[src/rtl/adc_lvds_tx_emu_if.sv]
// Sample-word stream into the ADC link transmitter emulator.
interface adc_lvds_tx_emu_if #(
  parameter int unsigned LANES = 8,
  parameter int unsigned BITS  = 12
);
  logic [LANES*BITS-1:0] s_tdata;
  logic                  s_tvalid;
  logic                  s_tready;

  modport master (output s_tdata, output s_tvalid, input s_tready);
  modport slave  (input s_tdata, input s_tvalid, output s_tready);
endinterface

[src/rtl/adc_lvds_tx_emu.sv]
// Multi-lane serial ADC link transmitter: bit clock, frame clock, sync and MSB-first lane data.
// Optional ramp test pattern on the test_mode input when ADC_TX_TESTPAT_EN is defined.
module adc_lvds_tx_emu #(
  parameter int unsigned LANES       = 8,
  parameter int unsigned BITS        = 12,
  parameter int unsigned SYNC_PERIOD = 32,
  parameter int unsigned SYNC_BITS   = 3,
  parameter int unsigned IDLE_WORD   = 0
) (
  input  logic               clk,
  input  logic               resetn,
  input  logic               enable,
`ifdef ADC_TX_TESTPAT_EN
  input  logic               test_mode,
`endif
  adc_lvds_tx_emu_if.slave   s,
  output logic               dclk_out,
  output logic               fclk_out,
  output logic [LANES-1:0]   d_out,
  output logic               sync_out,
  output logic               frame_start,
  output logic [15:0]        underrun_cnt
);

  localparam int unsigned CNT_W = $clog2(BITS);
  localparam int unsigned NB_W  = CNT_W + 1;
  localparam int unsigned FC_W  = $clog2(SYNC_PERIOD);

  typedef enum logic {IDLE, SHIFT} state_t;
  typedef logic [LANES-1:0][BITS-1:0] words_t;

  state_t           state;
  logic [CNT_W-1:0] bit_cnt;
  logic             ph;
  logic [FC_W-1:0]  frame_cnt;
  words_t           sh;
  words_t           load_c;
  logic             tp_c;
  logic             last_c;
  logic [NB_W-1:0]  nb_c;
  logic [FC_W-1:0]  fc_next_c;

`ifdef ADC_TX_TESTPAT_EN
  logic [BITS-1:0]  ramp;
  assign tp_c = test_mode;
`else
  assign tp_c = 1'b0;
`endif

  assign last_c    = (state == SHIFT) && ph && (bit_cnt == CNT_W'(BITS - 1));
  assign nb_c      = {1'b0, bit_cnt} + NB_W'(1);
  assign fc_next_c = (frame_cnt == FC_W'(SYNC_PERIOD - 1)) ? '0 : frame_cnt + FC_W'(1);

  // Ready only while idle or on the final cycle of a frame; held low in reset and test pattern mode.
  assign s.s_tready = !resetn && enable && !tp_c && ((state == IDLE) || last_c);

  // Next-frame words: stream data, idle word on underrun, or ramp in test mode.
  always_comb begin
    for (int k = 0; k < int'(LANES); k++) begin
      load_c[k] = s.s_tvalid ? s.s_tdata[k*BITS +: BITS] : BITS'(IDLE_WORD);
    end
`ifdef ADC_TX_TESTPAT_EN
    if (test_mode) begin
      for (int k = 0; k < int'(LANES); k++) begin
        load_c[k] = ramp + BITS'(k);
      end
    end
`endif
  end

  always_comb begin
    for (int k = 0; k < int'(LANES); k++) begin
      d_out[k] = sh[k][BITS-1];
    end
  end

  always_ff @(posedge clk or posedge resetn) begin
    if (resetn) begin
      state        <= IDLE;
      bit_cnt      <= '0;
      ph           <= 1'b0;
      frame_cnt    <= '0;
      sh           <= '0;
      dclk_out     <= 1'b0;
      fclk_out     <= 1'b0;
      sync_out     <= 1'b0;
      frame_start  <= 1'b0;
      underrun_cnt <= '0;
    end else begin
      frame_start <= 1'b0;
      case (state)
        IDLE: begin
          if (enable && (s.s_tvalid || tp_c)) begin
            state       <= SHIFT;
            bit_cnt     <= '0;
            ph          <= 1'b0;
            frame_cnt   <= '0;
            sh          <= load_c;
            frame_start <= 1'b1;
            fclk_out    <= 1'b1;
            sync_out    <= 1'b1;
          end
        end
        SHIFT: begin
          if (!ph) begin
            ph       <= 1'b1;
            dclk_out <= 1'b1;
          end else begin
            ph       <= 1'b0;
            dclk_out <= 1'b0;
            if (!last_c) begin
              bit_cnt  <= bit_cnt + CNT_W'(1);
              for (int k = 0; k < int'(LANES); k++) begin
                sh[k] <= {sh[k][BITS-2:0], 1'b0};
              end
              fclk_out <= nb_c < NB_W'(BITS / 2);
              sync_out <= (frame_cnt == '0) && (nb_c < NB_W'(SYNC_BITS));
            end else if (!enable) begin
              state     <= IDLE;
              bit_cnt   <= '0;
              frame_cnt <= '0;
              sh        <= '0;
              fclk_out  <= 1'b0;
              sync_out  <= 1'b0;
            end else begin
              // Frame boundary: next frame follows with no gap cycle.
              bit_cnt     <= '0;
              frame_cnt   <= fc_next_c;
              sh          <= load_c;
              frame_start <= 1'b1;
              fclk_out    <= 1'b1;
              sync_out    <= (fc_next_c == '0);
              if (!s.s_tvalid && !tp_c && (underrun_cnt != 16'hFFFF)) begin
                underrun_cnt <= underrun_cnt + 16'd1;
              end
            end
          end
        end
        default: state <= IDLE;
      endcase
    end
  end

`ifdef ADC_TX_TESTPAT_EN
  // Ramp advances once per test-pattern frame loaded.
  always_ff @(posedge clk or posedge resetn) begin
    if (resetn) begin
      ramp <= '0;
    end else if (enable && test_mode && ((state == IDLE) || last_c)) begin
      ramp <= ramp + BITS'(1);
    end
  end
`endif

endmodule

[src/flat_wrapper.sv]
// flat-port wrapper written by rule: the top's interface ports become plain ports
module adc_lvds_tx_emu_flat 
#(
  parameter int unsigned LANES       = 8,
  parameter int unsigned BITS        = 12,
  parameter int unsigned SYNC_PERIOD = 32,
  parameter int unsigned SYNC_BITS   = 3,
  parameter int unsigned IDLE_WORD   = 0
)
  (clk, resetn, enable, dclk_out, fclk_out, d_out, sync_out, frame_start, underrun_cnt, s_s_tdata, s_s_tvalid, s_s_tready);
  adc_lvds_tx_emu_if #(.LANES(LANES), .BITS(BITS)) s_i ();
  input  logic clk;
  input  logic resetn;
  input  logic enable;
  output logic dclk_out;
  output logic fclk_out;
  output logic [LANES-1:0] d_out;
  output logic sync_out;
  output logic frame_start;
  output logic [15:0] underrun_cnt;
  input wire logic [$bits(s_i.s_tdata)-1:0] s_s_tdata;
  input wire logic [$bits(s_i.s_tvalid)-1:0] s_s_tvalid;
  output wire logic [$bits(s_i.s_tready)-1:0] s_s_tready;
  assign s_i.s_tdata = s_s_tdata;
  assign s_i.s_tvalid = s_s_tvalid;
  assign s_s_tready = s_i.s_tready;
  adc_lvds_tx_emu #(.LANES(LANES), .BITS(BITS), .SYNC_PERIOD(SYNC_PERIOD), .SYNC_BITS(SYNC_BITS), .IDLE_WORD(IDLE_WORD)) u_core (.clk(clk), .resetn(resetn), .enable(enable), .s(s_i), .dclk_out(dclk_out), .fclk_out(fclk_out), .d_out(d_out), .sync_out(sync_out), .frame_start(frame_start), .underrun_cnt(underrun_cnt));
endmodule
[config.mk]
export PLATFORM = sky130hd
export DESIGN_NAME = adc_lvds_tx_emu_flat
export DESIGN_NICKNAME = d
export VERILOG_FILES = /design/src/rtl/adc_lvds_tx_emu_if.sv /design/src/rtl/adc_lvds_tx_emu.sv /design/src/flat_wrapper.sv
export SDC_FILE = /design/constraint.sdc
export NUM_CORES = 1
export LEC_CHECK = 0
export CORE_MARGIN = 2
export CORE_UTILIZATION = 40
export DETAILED_ROUTE_END_ITERATION = 10
export PLACE_DENSITY = 0.67
export SETUP_SLACK_MARGIN = 0.02
export SLEW_MARGIN = 15
export SYNTH_ARGS = -nofsm -noshare
export SYNTH_HDL_FRONTEND = slang
export SYNTH_SLANG_ARGS = --single-unit
[constraint.sdc]
create_clock -name clk -period 7.8 [get_ports clk]
set_input_delay 1.95 -clock clk [delete_from_list [all_inputs] [get_ports clk]]
set_output_delay 1.95 -clock clk [all_outputs]
set_load 0.01 [all_outputs]
==> tab_implementation.tex <==
\begin{tabular}{lr}
\hline
Metric & Value \\
\hline
\multicolumn{2}{l}{\textbf{Floorplan}} \\
Std cell rows & between 40 and 50 \\
Height of the die & around 120 um \\
Chip width & roughly 120 um \\
Num ports & 129 \\
Area of the die & between 0.015 and 0.02 mm2 \\
Standard cell core area & approximately 0.014 mm2 \\
Initial Utilization & roughly two fifths \\
\multicolumn{2}{l}{\textbf{Clocking}} \\
Worst-Skew Late Latency & about 0.4 ns \\
Clock tree sinks & 127 \\
Root buf cell & sky130\_fd\_sc\_hd\_\_clkbuf\_16 \\
Maximum buffer depth of the clock tree & 2 \\
Clock tree from TritonCTS & done \\
CTS H-tree depth & 4 \\
Number of clock buffers inserted by TritonCTS & 17 \\
Clock slew at reported path FFs & about 0.05 ns \\
\# resized after CTS & 0 \\
Number of hold buffers added after CTS & 0 \\
\# Post-CTS Setup Buffers & 0 \\
\multicolumn{2}{l}{\textbf{Route}} \\
Remaining design rule violation count & 0 \\
Total length of routed wires & roughly 13,000 um \\
Number of DRC markers after the initial detailed-route iteration & about 300 \\
Via count of the routed design & approximately 4,400 \\
Routed wire per std cell & around 17 um \\
First-pass iteration count of the detailed router & 4 \\
Vias per Instance & around 5.6 \\
Number of nets with antenna violations after routing & 0 \\
\multicolumn{2}{l}{\textbf{Worst setup path}} \\
Startpoint kind of the worst setup timing path & input pin \\
Number of buffer and inverter instances along the worst setup path & 3 \\
Setup crit end kind & output port \\
Required time at the endpoint of the critical path & between 5 and 6 ns \\
Crit path cell chain & clkdlybuf4s50\_1, inv\_4, o211a\_1, clkdlybuf4s50\_1 \\
Max Fanout on Critical Path & 54 \\
Category of the critical setup timing path & input pin to output port \\
CP top delay family & buffers and inverters \\
Slowest stage cell, crit path & sky130\_fd\_sc\_hd\_\_clkdlybuf4s50\_1 \\
Endpoint arrival time on the critical path & $\sim$3.7 ns \\
Crit-path most repeated cell & sky130\_fd\_sc\_hd\_\_clkdlybuf4s50\_1 \\
Maximum cell stage delay along the critical path & about 0.53 ns \\
\multicolumn{2}{l}{\textbf{Placement}} \\
Placer's final routability congestion estimate & 0.8409 \\
Post-DP HPWL & between 8000 and 9000 um \\
Input/output buffers & 128 \\
\multicolumn{2}{l}{\textbf{STA}} \\
Final critical-path required period & between 5 and 6 ns \\
Setup clock skew after layout & around 0.0048 ns \\
Achievable Freq & between 150 and 200 MHz \\
Final count of hold timing violations & 0 \\
Max-slew violations & 0 \\
Worst-Margin Slew & approximately 1.0 ns \\
Relative slew slack & a little under a third \\
Setup tns final & 0 ns \\
Number of endpoints failing setup at the final stage & 0 \\
Setup repair after global routing missed its margin & false \\
Final cycle utilization of the critical path & 72.43\% \\
\multicolumn{2}{l}{\textbf{Logic synthesis}} \\
Netlist area before placement & $\sim$0.0058 mm2 \\
Mean cell area of the mapped netlist & between 10 and 15 um2 \\
Sequential-to-total area share from yosys stat & between 50\% and 60\% \\
Asr flop ratio synth & between 90\% and 100\% \\
Total nets after synthesis & about 600 \\
Most instantiated flip-flop cell in the synthesis netlist & sky130\_fd\_sc\_hd\_\_dfrtp\_1 \\
Yosys warns & 0 \\
Synthesized flop and latch total & approximately 130 \\
Synth unique cells & 50 \\
Count of flip-flops with a built-in enable after synthesis & 0 \\
Number of standard cells after synthesis & about 480 \\
\multicolumn{2}{l}{\textbf{Global routing}} \\
Largest net degree at the start of global routing & 99 \\
Via count of the first global-routing pass & 4,490 \\
Initial antenna violation count & 0 \\
Overall fraction of global-route tracks in use & a little under a fifth \\
Wire length of the first global-routing pass & between 20,000 and 25,000 um \\
Global route total overflow & 0 \\
\multicolumn{2}{l}{\textbf{Finish}} \\
Net count reported at finish & approximately 700 \\
Signed area change from the synthesized netlist to the final layout & 32.57\% \\
Fraction of layout instances using a drive strength above 1 & under 10\% \\
Most common library cell in the layout ignoring fill and taps & sky130\_fd\_sc\_hd\_\_clkdlybuf4s50\_1 \\
Share of the core filled with cells in the final layout & between 50\% and 60\% \\
Antenna fix cells & 0 \\
Top library cells by usage in the layout, fill and taps aside & sky130\_fd\_sc\_hd\_\_clkdlybuf4s50\_1 (128), sky130\_fd\_sc\_hd\_\_dfrtp\_1 (127), sky130\_fd\_sc\_hd\_\_a22o\_1 (100), sky130\_fd\_sc\_hd\_\_a21o\_1 (88), sky130\_fd\_sc\_hd\_\_clkbuf\_16 (17) \\
\multicolumn{2}{l}{\textbf{Pwr}} \\
VDD IR max & $\sim$0.19 mV \\
Power density normalized to cell area & 308.7 mW/mm2 \\
Cell leakage power & 4.252 nW \\
\multicolumn{2}{l}{\textbf{Status}} \\
Outcome & complete, no violations \\
\multicolumn{2}{l}{\textbf{Flow run}} \\
Maxcap violations & 0 \\
\multicolumn{2}{l}{\textbf{Hold path}} \\
Type of the worst min-delay path & flip-flop to flip-flop \\
\hline
\end{tabular}
through the flow:
stage / total power, mW / area (um2) / std cells / worst slack, ns / hold slack [ns]
floorplan: 1.420 / 5836 / 482 / 0.8077 / 0.4739
global placement: 1.585 / 7132 / 757 / 2.111 / 0.4913
detailed placement: 1.605 / 7132 / 757 / 2.093 / 0.4928
CTS: 2.413 / 7736 / 789 / 2.084 / 0.5095
global route: 2.535 / 7736 / 789 / 1.983 / 0.5263
finish: 2.388 / 7736 / 789 / 2.151 / 0.5009
synth_stat cells (4+ instances only):
library cell | n | area [um2]
sky130_fd_sc_hd__a21o_1 | 88 | 660.6
sky130_fd_sc_hd__a22o_1 | 100 | 875.8
sky130_fd_sc_hd__and3_1 | 4 | 25.02
sky130_fd_sc_hd__buf_1 | 6 | 22.52
sky130_fd_sc_hd__buf_2 | 15 | 75.07
sky130_fd_sc_hd__buf_4 | 12 | 90.09
sky130_fd_sc_hd__buf_6 | 5 | 56.30
sky130_fd_sc_hd__dfrtp_1 | 127 | 3178
sky130_fd_sc_hd__ha_1 | 6 | 75.07
sky130_fd_sc_hd__inv_1 | 11 | 41.29
sky130_fd_sc_hd__nand2_1 | 8 | 30.03
sky130_fd_sc_hd__nand3_1 | 8 | 40.04
sky130_fd_sc_hd__nand4_1 | 5 | 31.28
sky130_fd_sc_hd__nor2_1 | 8 | 30.03
sky130_fd_sc_hd__nor3_1 | 6 | 30.03
sky130_fd_sc_hd__nor4_1 | 7 | 43.79
sky130_fd_sc_hd__o21ai_0 | 8 | 40.04
sky130_fd_sc_hd__xnor2_1 | 5 | 43.79
sky130_fd_sc_hd__xor2_1 | 12 | 105.1
kinds of logic (layout without fill, tap and decap cells):
family / Yosys count / count (layout) / share of synthesized area (%)
AOI/OAI and AO/OA: 210 / 210 / 28.90
xor gates and xnor gates: 17 / 17 / 2.551
adders and majority gates: 6 / 6 / 1.286
buffers and inverters: 52 / 175 / 5.081
DFF: 127 / 127 / 54.46
muxes: 2 / 2 / 0.3859
and+or+nand+nor: 68 / 68 / 7.333
path summary, 6_finish.rpt:
kind                       depth (start not counted)  slack, ns                           from                   endpoint
max in group asynchronous                          3       4.40                         resetn  u_core.sh[68]$_DFFE_PP0P_
min reg2reg                                        1       0.50      u_core.sh[72]$_DFFE_PP0P_  u_core.sh[72]$_DFFE_PP0P_
max                                                4       2.15                         resetn                 s_s_tready
max reg2reg                                        6       5.19  u_core.bit_cnt[0]$_DFFE_PP0P_  u_core.sh[45]$_DFFE_PP0P_
min                                                1       0.50      u_core.sh[72]$_DFFE_PP0P_  u_core.sh[72]$_DFFE_PP0P_
min in group asynchronous                          2       2.00                         resetn  u_core.sh[44]$_DFFE_PP0P_
area by class of cell:
type | count | area [um2]
fillers | 1250 | 6633
clock inverters | 9 | 106.4
flip-flops and latches | 127 | 3178
well taps | 184 | 230.2
inverters | 11 | 43.79
multi-input cells | 303 | 2369
clock buffers | 23 | 498.0
repair buffers | 132 | 1311
report_power, final:
group          internal [mW]  total [mW]  leakage [nW]  switching (mW)
registers              0.812       0.920          1.73           0.108
logic                  0.321       0.677          2.23           0.356
clock network          0.511       0.791         0.291           0.280
registers in the layout (all words and copies together), names as in the netlist:
register,cells
u_core.sh,88
u_core.underrun_cnt,16
u_core.sync_out,1
u_core.fclk_out,1
u_core.dclk_out,1
u_core.ph,1
u_core.frame_cnt,5
u_core.bit_cnt,4
u_core.frame_start,1
u_core.d_out,8
u_core.state,1
routing by layer:
metal	vias up	track usage (%)	wire, um
met3	23	4.854	704
met4	0	7.270	304
met1	2260	23.62	6007
met5	-	0	0
met2	122	28.48	6431
li1	2038	-	-
(Power assumes the default switching activity.)
